===== config.mk =====
export PLATFORM = sky130hd
export DESIGN_NAME = unidad_busqueda
export DESIGN_NICKNAME = d
export VERILOG_FILES = /design/src/rtl/unidad_busqueda.sv
export SDC_FILE = /design/constraint.sdc
export NUM_CORES = 1
export LEC_CHECK = 0
export CORE_ASPECT_RATIO = 0.5
export CORE_UTILIZATION = 44
export CTS_BUF_LIST = sky130_fd_sc_hd__clkbuf_4 sky130_fd_sc_hd__clkbuf_8 sky130_fd_sc_hd__clkbuf_16
export DETAILED_ROUTE_END_ITERATION = 8
export PLACE_DENSITY = 0.78
export RECOVER_POWER = 25
export REMOVE_ABC_BUFFERS = 1
export SYNTH_ARGS = -nofsm -noshare
export SYNTH_HDL_FRONTEND = slang
export SYNTH_SLANG_ARGS = --single-unit

===== constraint.sdc =====
create_clock -name clk -period 2.6 [get_ports clk]
set_input_delay 0.65 -clock clk [delete_from_list [all_inputs] [get_ports clk]]
set_output_delay 0.65 -clock clk [all_outputs]
set_load 0.03 [all_outputs]

===== src/rtl/unidad_busqueda.sv =====
// Instruction fetch unit: registered PC toward a falling-edge-sampled instruction memory,
// IF/ID register, halt/resume control and a saturating delivered-instruction counter.
module unidad_busqueda #(
  parameter int          ANCHO_DIR  = 10,
  parameter int          ANCHO_CONT = 16,
  parameter logic [31:0] INSTR_HLT  = 32'h00000000
) (
  input  logic                  clk,
  input  logic                  reset,
  input  logic                  stall,
  input  logic                  salto_valido,
  input  logic [ANCHO_DIR-1:0]  salto_destino,
  input  logic                  reanudar,
  input  logic [31:0]           instr_mem,
  output logic [ANCHO_DIR-1:0]  direccion,
  output logic [31:0]           instruccion,
  output logic [ANCHO_DIR-1:0]  pc_mas_uno,
  output logic                  valida,
  output logic                  detenido,
  output logic [ANCHO_CONT-1:0] contador_instr
);

  typedef enum logic {EJECUTA, ALTO} estado_t;

  estado_t               estado_reg, estado_next;
  logic [ANCHO_DIR-1:0]  direccion_reg, direccion_next;
  logic [31:0]           instruccion_reg, instruccion_next;
  logic [ANCHO_DIR-1:0]  pc_mas_uno_reg, pc_mas_uno_next;
  logic                  valida_reg, valida_next;
  logic                  detenido_reg, detenido_next;
  logic [ANCHO_CONT-1:0] contador_reg, contador_next;

  always_ff @(posedge clk) begin
    if (reset) begin
      estado_reg      <= EJECUTA;
      direccion_reg   <= '0;
      instruccion_reg <= INSTR_HLT;
      pc_mas_uno_reg  <= '0;
      valida_reg      <= 1'b0;
      detenido_reg    <= 1'b0;
      contador_reg    <= '0;
    end else begin
      estado_reg      <= estado_next;
      direccion_reg   <= direccion_next;
      instruccion_reg <= instruccion_next;
      pc_mas_uno_reg  <= pc_mas_uno_next;
      valida_reg      <= valida_next;
      detenido_reg    <= detenido_next;
      contador_reg    <= contador_next;
    end
  end

  always_comb begin
    estado_next      = estado_reg;
    direccion_next   = direccion_reg;
    instruccion_next = instruccion_reg;
    pc_mas_uno_next  = pc_mas_uno_reg;
    valida_next      = valida_reg;
    contador_next    = contador_reg;

    if (salto_valido) begin
      // Redirect wins over stall and halt; the word already in flight is squashed.
      direccion_next   = salto_destino;
      instruccion_next = INSTR_HLT;
      valida_next      = 1'b0;
      estado_next      = EJECUTA;
    end else if (estado_reg == ALTO) begin
      instruccion_next = INSTR_HLT;
      valida_next      = 1'b0;
      if (reanudar) begin
        direccion_next = direccion_reg + 1'b1;
        estado_next    = EJECUTA;
      end
    end else if (stall) begin
      estado_next = estado_reg;
    end else if (instr_mem == INSTR_HLT) begin
      instruccion_next = INSTR_HLT;
      valida_next      = 1'b0;
      estado_next      = ALTO;
    end else begin
      instruccion_next = instr_mem;
      pc_mas_uno_next  = direccion_reg + 1'b1;
      valida_next      = 1'b1;
      direccion_next   = direccion_reg + 1'b1;
      if (contador_reg != '1)
        contador_next = contador_reg + 1'b1;
    end

    detenido_next = (estado_next == ALTO);
  end

  assign direccion      = direccion_reg;
  assign instruccion    = instruccion_reg;
  assign pc_mas_uno     = pc_mas_uno_reg;
  assign valida         = valida_reg;
  assign detenido       = detenido_reg;
  assign contador_instr = contador_reg;

endmodule


==> impl_metrics.json <==
{
  "io_pins": 117,
  "post_drt_via_cell_ratio": 5.18,
  "yosys_register_bits": 70,
  "clock_path_buffers": 2,
  "syn_area_um2": 3110,
  "place_area_um2": 4400,
  "worstSetupEndpointType": "flop",
  "cp_max_fo": 5,
  "period_share_pct": 95.3,
  "dieArea_um2": 7430,
  "min_period_ns": 2.48,
  "htreeDepth": 3,
  "antenna_cells": 0,
  "rsz0062_at_grt": "false",
  "die_h_um": 61.4,
  "slew_viol_final": 0,
  "required_ns": 2.86,
  "crit_path_start": "instr_mem[0]",
  "power_mw": 2.73,
  "tritoncts": "done",
  "syn2layout_area_growth_pct": 50.5,
  "post-route-cell-area_um2": 4680,
  "ir_drop_v": 0.000471,
  "ant_nets": 0,
  "cts-resized-gates": 0,
  "crit_arrival_ns": 2.74,
  "nFillCells": 526,
  "synth_commonest_cells": "75 x nor2_1, 70 x dfxtp_1, 35 x mux2i_1",
  "synth_ff_type": "dfxtp_1",
  "synth_seq_area_share_pct": 45.1,
  "drive_gt1_share_pct": 10.3,
  "drtPass1Iterations": 4,
  "core_area_um2": 6750,
  "status": "complete, no violations",
  "cts_hold_buf": 0,
  "min_path_type": "reg2reg",
  "setup_viol": 0,
  "totalWireLength_um": 8310,
  "clk_latency_ns": 0.33,
  "drc": 0,
  "vias": 2850,
  "async_flop_share_pct": 0,
  "wire_per_inst_um": 15.1,
  "initial_core_util_pct": 46.0,
  "grt_max_degree": 38,
  "rr_startpoint": "direccion[0]",
  "syn_inst": 333,
  "fin_worst_skew_ns": 0.00429,
  "yosysTopAreaCellShare_pct": 45.1,
  "crit_end": "direccion[8]",
  "rows": 21,
  "die_x_um": 121,
  "grt_pass1_vias": 2664,
  "hpwl_um": 6100,
  "synth_edf_count": 0,
  "fmax_mhz": 404,
  "post-cts-setup-buffers": 0,
  "grt_pass1_wl_um": 12900,
  "clockRootBuffer": "clkbuf_16",
  "crit_type": "in2reg",
  "synth_most_common_cell": "nor2_1",
  "antenna_found_initial": 0,
  "grtUsageMet3_pct": 7.22,
  "place_congestion": 0.890,
  "grt_busiest_layer": "met2",
  "synthTopCellsByArea": "dfxtp_1 45%, mux2i_1 11%, nor2_1 9.1%, xnor2_1 3.7%, xor2_1 3.4%",
  "worst_slack_ns": 0.122,
  "relSlewSlack_pct": 55.9,
  "clk_pin_slew_ns": 0.05,
  "power_density_nw_per_um2": 584,
  "finalNetCount": 505,
  "reg2reg_depth": 7,
  "max-cap-violations": 0,
  "use_met1_pct": 26.4,
  "grt.total_usage_pct": 23.1,
  "drtIter0Drc": 113,
  "pre_cts_slack_ns": -0.190,
  "yosysTopAreaCell": "dfxtp_1",
  "cts_made_buffers": 9,
  "ys_warn_count": 0,
  "tightest_slew_ns": 0.662,
  "netlist-cell-type-count": 48,
  "synth_area_per_cell_um2": 9.34,
  "cp-start-kind": "input port",
  "gr-usage-met2_pct": 41.7,
  "reg2reg_slack_ns": 0.69,
  "largest_register_ffs": 32,
  "clock_sinks": 70,
  "fin_util_pct": 69.3,
  "p_leak_nw": 1.79,
  "setup-tns-final_ns": 0,
  "grt_overflow": 0,
  "hold_viol": 0,
  "regToRegEndpoint": "direccion[8]",
  "port_buffers": 116
}
==> worst min-delay path by stage <==
| stage | end | startpoint | depth (start not counted) |
|---|---|---|---|
| finish | valida | valida | 2 |
| global route | pc_mas_uno[6] | pc_mas_uno[6] | 2 |
| CTS | valida | valida | 2 |
| detailed placement | valida | valida | 2 |
| global placement | valida | valida | 2 |
| floorplan | pc_mas_uno[2] | pc_mas_uno[2] | 2 |
==> per-layer routing <==
layer  routed length (um)  share of wire (%)  vias up
li1                     -                  -     1403
met1                 3610                 43     1347
met2                 4190                 50       84
met3                  390                4.7       16
met4                  116                1.4        0
met5                    0                  0        -
==> layout make-up <==
class | instances | area [um2] | share of cell area [%]
Clock buffer | 11 | 246 | 5.27
Sequential cell | 70 | 1400 | 30.0
Timing Repair Buffer | 131 | 1260 | 27.0
Multi-Input combinational cell | 242 | 1610 | 34.4
Tap cell | 92 | 115 | 2.46
Clock inverter | 2 | 35.0 | 0.749
Inverter | 2 | 7.51 | 0.160
==> per-stage QoR <==
| step | hold WS [ns] | std cells |
|---|---|---|
| detailed placement | 0.487 | 537 |
| global route | 0.522 | 550 |
| floorplan | 0.615 | 314 |
| global placement | 0.473 | 537 |
| finish | 0.487 | 550 |
| CTS | 0.499 | 550 |
==> critical path, stage by stage <==
cell             delay, ns
clkdlybuf4s50_1       0.43
nor4_1                0.32
buf_4                 0.17
nand4_1               0.14
buf_4                 0.20
o21ai_2               0.25
nand2_2               0.14
mux2_4                0.33
o21ai_2               0.11
==> power by group <==
part	internal (mW)	total, mW	switching [mW]	leakage [nW]
Combinational	0.198	0.408	0.210	1.08
Clock	0.760	1.18	0.415	0.141
Sequential	1.11	1.15	0.0343	0.571
Total	2.07	2.73	0.660	1.79
==> placed cells by master (no fill, tap or decap), types with 3 or more instances in the layout <==
cell type / netlist / layout
xnor2_1: 13 / 13
nor2_1: 75 / 75
nand4_1: 8 / 8
buf_4: 0 / 13
o21bai_1: 3 / 3
and2_1: 3 / 3
a21oi_1: 13 / 13
dlygate4sd3_1: 0 / 4
nor4_2: 4 / 4
and3_1: 3 / 3
clkdlybuf4s50_1: 0 / 111
nand2_1: 12 / 12
a211oi_1: 10 / 10
mux2i_1: 35 / 35
dfxtp_1: 70 / 70
nand3_1: 5 / 5
xor2_1: 12 / 12
nor4_1: 6 / 6
clkbuf_16: 0 / 9
==> kinds of logic (layout without fill, tap and decap cells) <==
group,after synthesis,after routing,synth area share (%)
multiplexers,36,36,11.8
flip-flops,70,70,45.1
AND/OR/NAND/NOR,135,135,22.2
AO/OA/AOI/OAI,44,44,10.0
adder cells (fa/ha/maj),2,2,0.805
XOR/XNOR,25,25,7.04
buffers and inverters,21,146,3.14
Note: power is estimated with default switching activity, not from simulation.
==> patch, RTL diff (same flow settings) <==
Set the parameter `ANCHO_CONT` to 17 (it was 16).
--- a/src/rtl/unidad_busqueda.sv
+++ b/src/rtl/unidad_busqueda.sv
@@ -2,7 +2,7 @@
 // IF/ID register, halt/resume control and a saturating delivered-instruction counter.
 module unidad_busqueda #(
   parameter int          ANCHO_DIR  = 10,
-  parameter int          ANCHO_CONT = 16,
+  parameter int          ANCHO_CONT = 17,
   parameter logic [31:0] INSTR_HLT  = 32'h00000000
 ) (
   input  logic                  clk,
Interface: changed (resized contador_instr); port bits go from 117 to 118. No check against the original RTL was run, so the function may have changed too.
==> patch against the unedited design <==
Sequential cell count up 1; clock power up 7%; synthesized area up 3.1%; critical path depth down 1; cell area up 6.7%; worst setup slack better by 0.0027 ns; total power up 4.0%; routed wire length up 4.0%; die area up 3.0%.
==> patch: results (changes against the unedited design) <==
| Metric | Value |
|---|---|
| Vias | `3131 (was 2850)` |
| Grt met2 use | `37.29% (was 41.71%)` |
| Met3 wire length | `692 µm (was 390 µm)` |
| Most instantiated cells after synthesis | `71 x dfxtp_1, 62 x nor2_1, 35 x mux2i_1 (was 75 x nor2_1, 70 x dfxtp_1, 35 x mux2i_1)` |
| LEAKAGE | `1.880 nW (was 1.790 nW)` |
| Iter 0 DRT Violations | `130 (was 113)` |
| First-pass GRT wire length | `14100 µm (was 12850 µm)` |
| Largest net degree at the start of global routing | `41 (was 38)` |
| GP Congestion | `0.7701 (was 0.8902)` |
| Max VDD drop | `0.3713 mV (was 0.4706 mV)` |
| 1st-pass router iterations | `4 (unchanged)` |
| Met1 Track Usage GR | `31.05% (was 26.36%)` |
| Area of placed instances | `4656 µm² (was 4403 µm²)` |
| IO Port Bufs | `117 (was 116)` |
| Max Clock Skew | `0.005704 ns (was 0.004291 ns)` |
| Fin crit share | `95.20% (was 95.30%)` |
| Synth unique cells | `47 (was 48)` |
| Detailed-route wire length per cell | `14.55 µm (was 15.11 µm)` |
| Number of global-route vias before repair | `2877 (was 2664)` |
| Number of H-tree levels | `3 (unchanged)` |
| Filler cells | `539 (was 526)` |
| GRT Total Usage | `23.43% (was 23.05%)` |
| Post-Route M1 WL | `4027 µm (was 3609 µm)` |
| Synth top area cells | `dfxtp_1 44%, mux2i_1 11%, nor2_1 7.3% (was dfxtp_1 45%, mux2i_1 11%, nor2_1 9.1%)` |
| Crit Path Max Fanout | `7 (was 5)` |
| Worst reg2reg setup slack | `0.25 ns (was 0.69 ns)` |
| Post-synthesis sequential area ratio | `44.34% (was 45.07%)` |
| DR WL met2 | `3829 µm (was 4193 µm)` |
| Arr. time, crit path | `2.69 ns (was 2.74 ns)` |
| Relative slew slack | `44.05% (was 55.88%)` |
| HPWL after detailed placement | `6210 µm (was 6102 µm)` |
| Met3 Usage GRT | `6.066% (was 7.222%)` |
| # nets final | `547 (was 505)` |
| Layout cell share with drive strength beyond 1 | `11.55% (was 10.26%)` |
| Yosys warnings | `0 (unchanged)` |
| Status | `completed (unchanged)` |
-- patch: critical path, cell delays in order --
cell	delay [ns]
clkdlybuf4s50_1	0.44
nor4_2	0.36
buf_4	0.17
nand4_1	0.10
buf_4	0.19
o21ai_4	0.23
a2111oi_0	0.18
a2111oi_2	0.37
-- patch: final cells by class --
cell class	instances	area, µm²	area share, %
Clock inverter	3	40.04	0.8022
Multi-Input combinational cell	260	1694	33.94
Tap cell	92	115.1	2.306
Sequential cell	71	1421	28.48
Inverter	7	26.28	0.5264
Timing Repair Buffer	148	1420	28.45
Clock buffer	13	274.0	5.490
-- patch: through the flow --
stage	hold WS (ns)	utilization [%]	cells	TNS, ns	worst slack [ns]
floorplan	0.6003	-	338	0	0.2658
global placement	0.4699	67.89	578	-2.975	-0.2956
detailed placement	0.4799	67.89	578	-2.886	-0.2589
CTS	0.4906	72.47	594	0	0.02791
global route	0.5185	72.78	594	0	0.03630
finish	0.4802	72.78	594	0	0.1249
-- patch: path summary, 6_finish.rpt --
kind                      from  depth (start not counted)                  to
min              pc_mas_uno[1]                          2       pc_mas_uno[1]
max              instr_mem[16]                          8        direccion[6]
max reg2reg  contador_instr[0]                          9  contador_instr[12]
min reg2reg      pc_mas_uno[1]                          2       pc_mas_uno[1]
-- patch: kinds of logic (layout without fill, tap and decap cells) --
group                      count (synthesis)  after routing  share of synthesized area, %
and+or+nand+nor                          143            143                         21.62
DFF                                       71             71                         44.34
AOI/OAI and AO/OA                         69             69                         15.61
muxes                                     35             35                         10.93
buffers and inverters                     29            171                         3.591
xor gates and xnor gates                  10             10                         2.732
adders and majority gates                  3              3                         1.171
-- patch: power breakdown --
group	leakage [nW]	internal, mW	switching [mW]
Combinational	1.14	0.207	0.217
Clock	0.159	0.828	0.428
Sequential	0.580	1.13	0.0318
Total	1.88	2.16	0.677
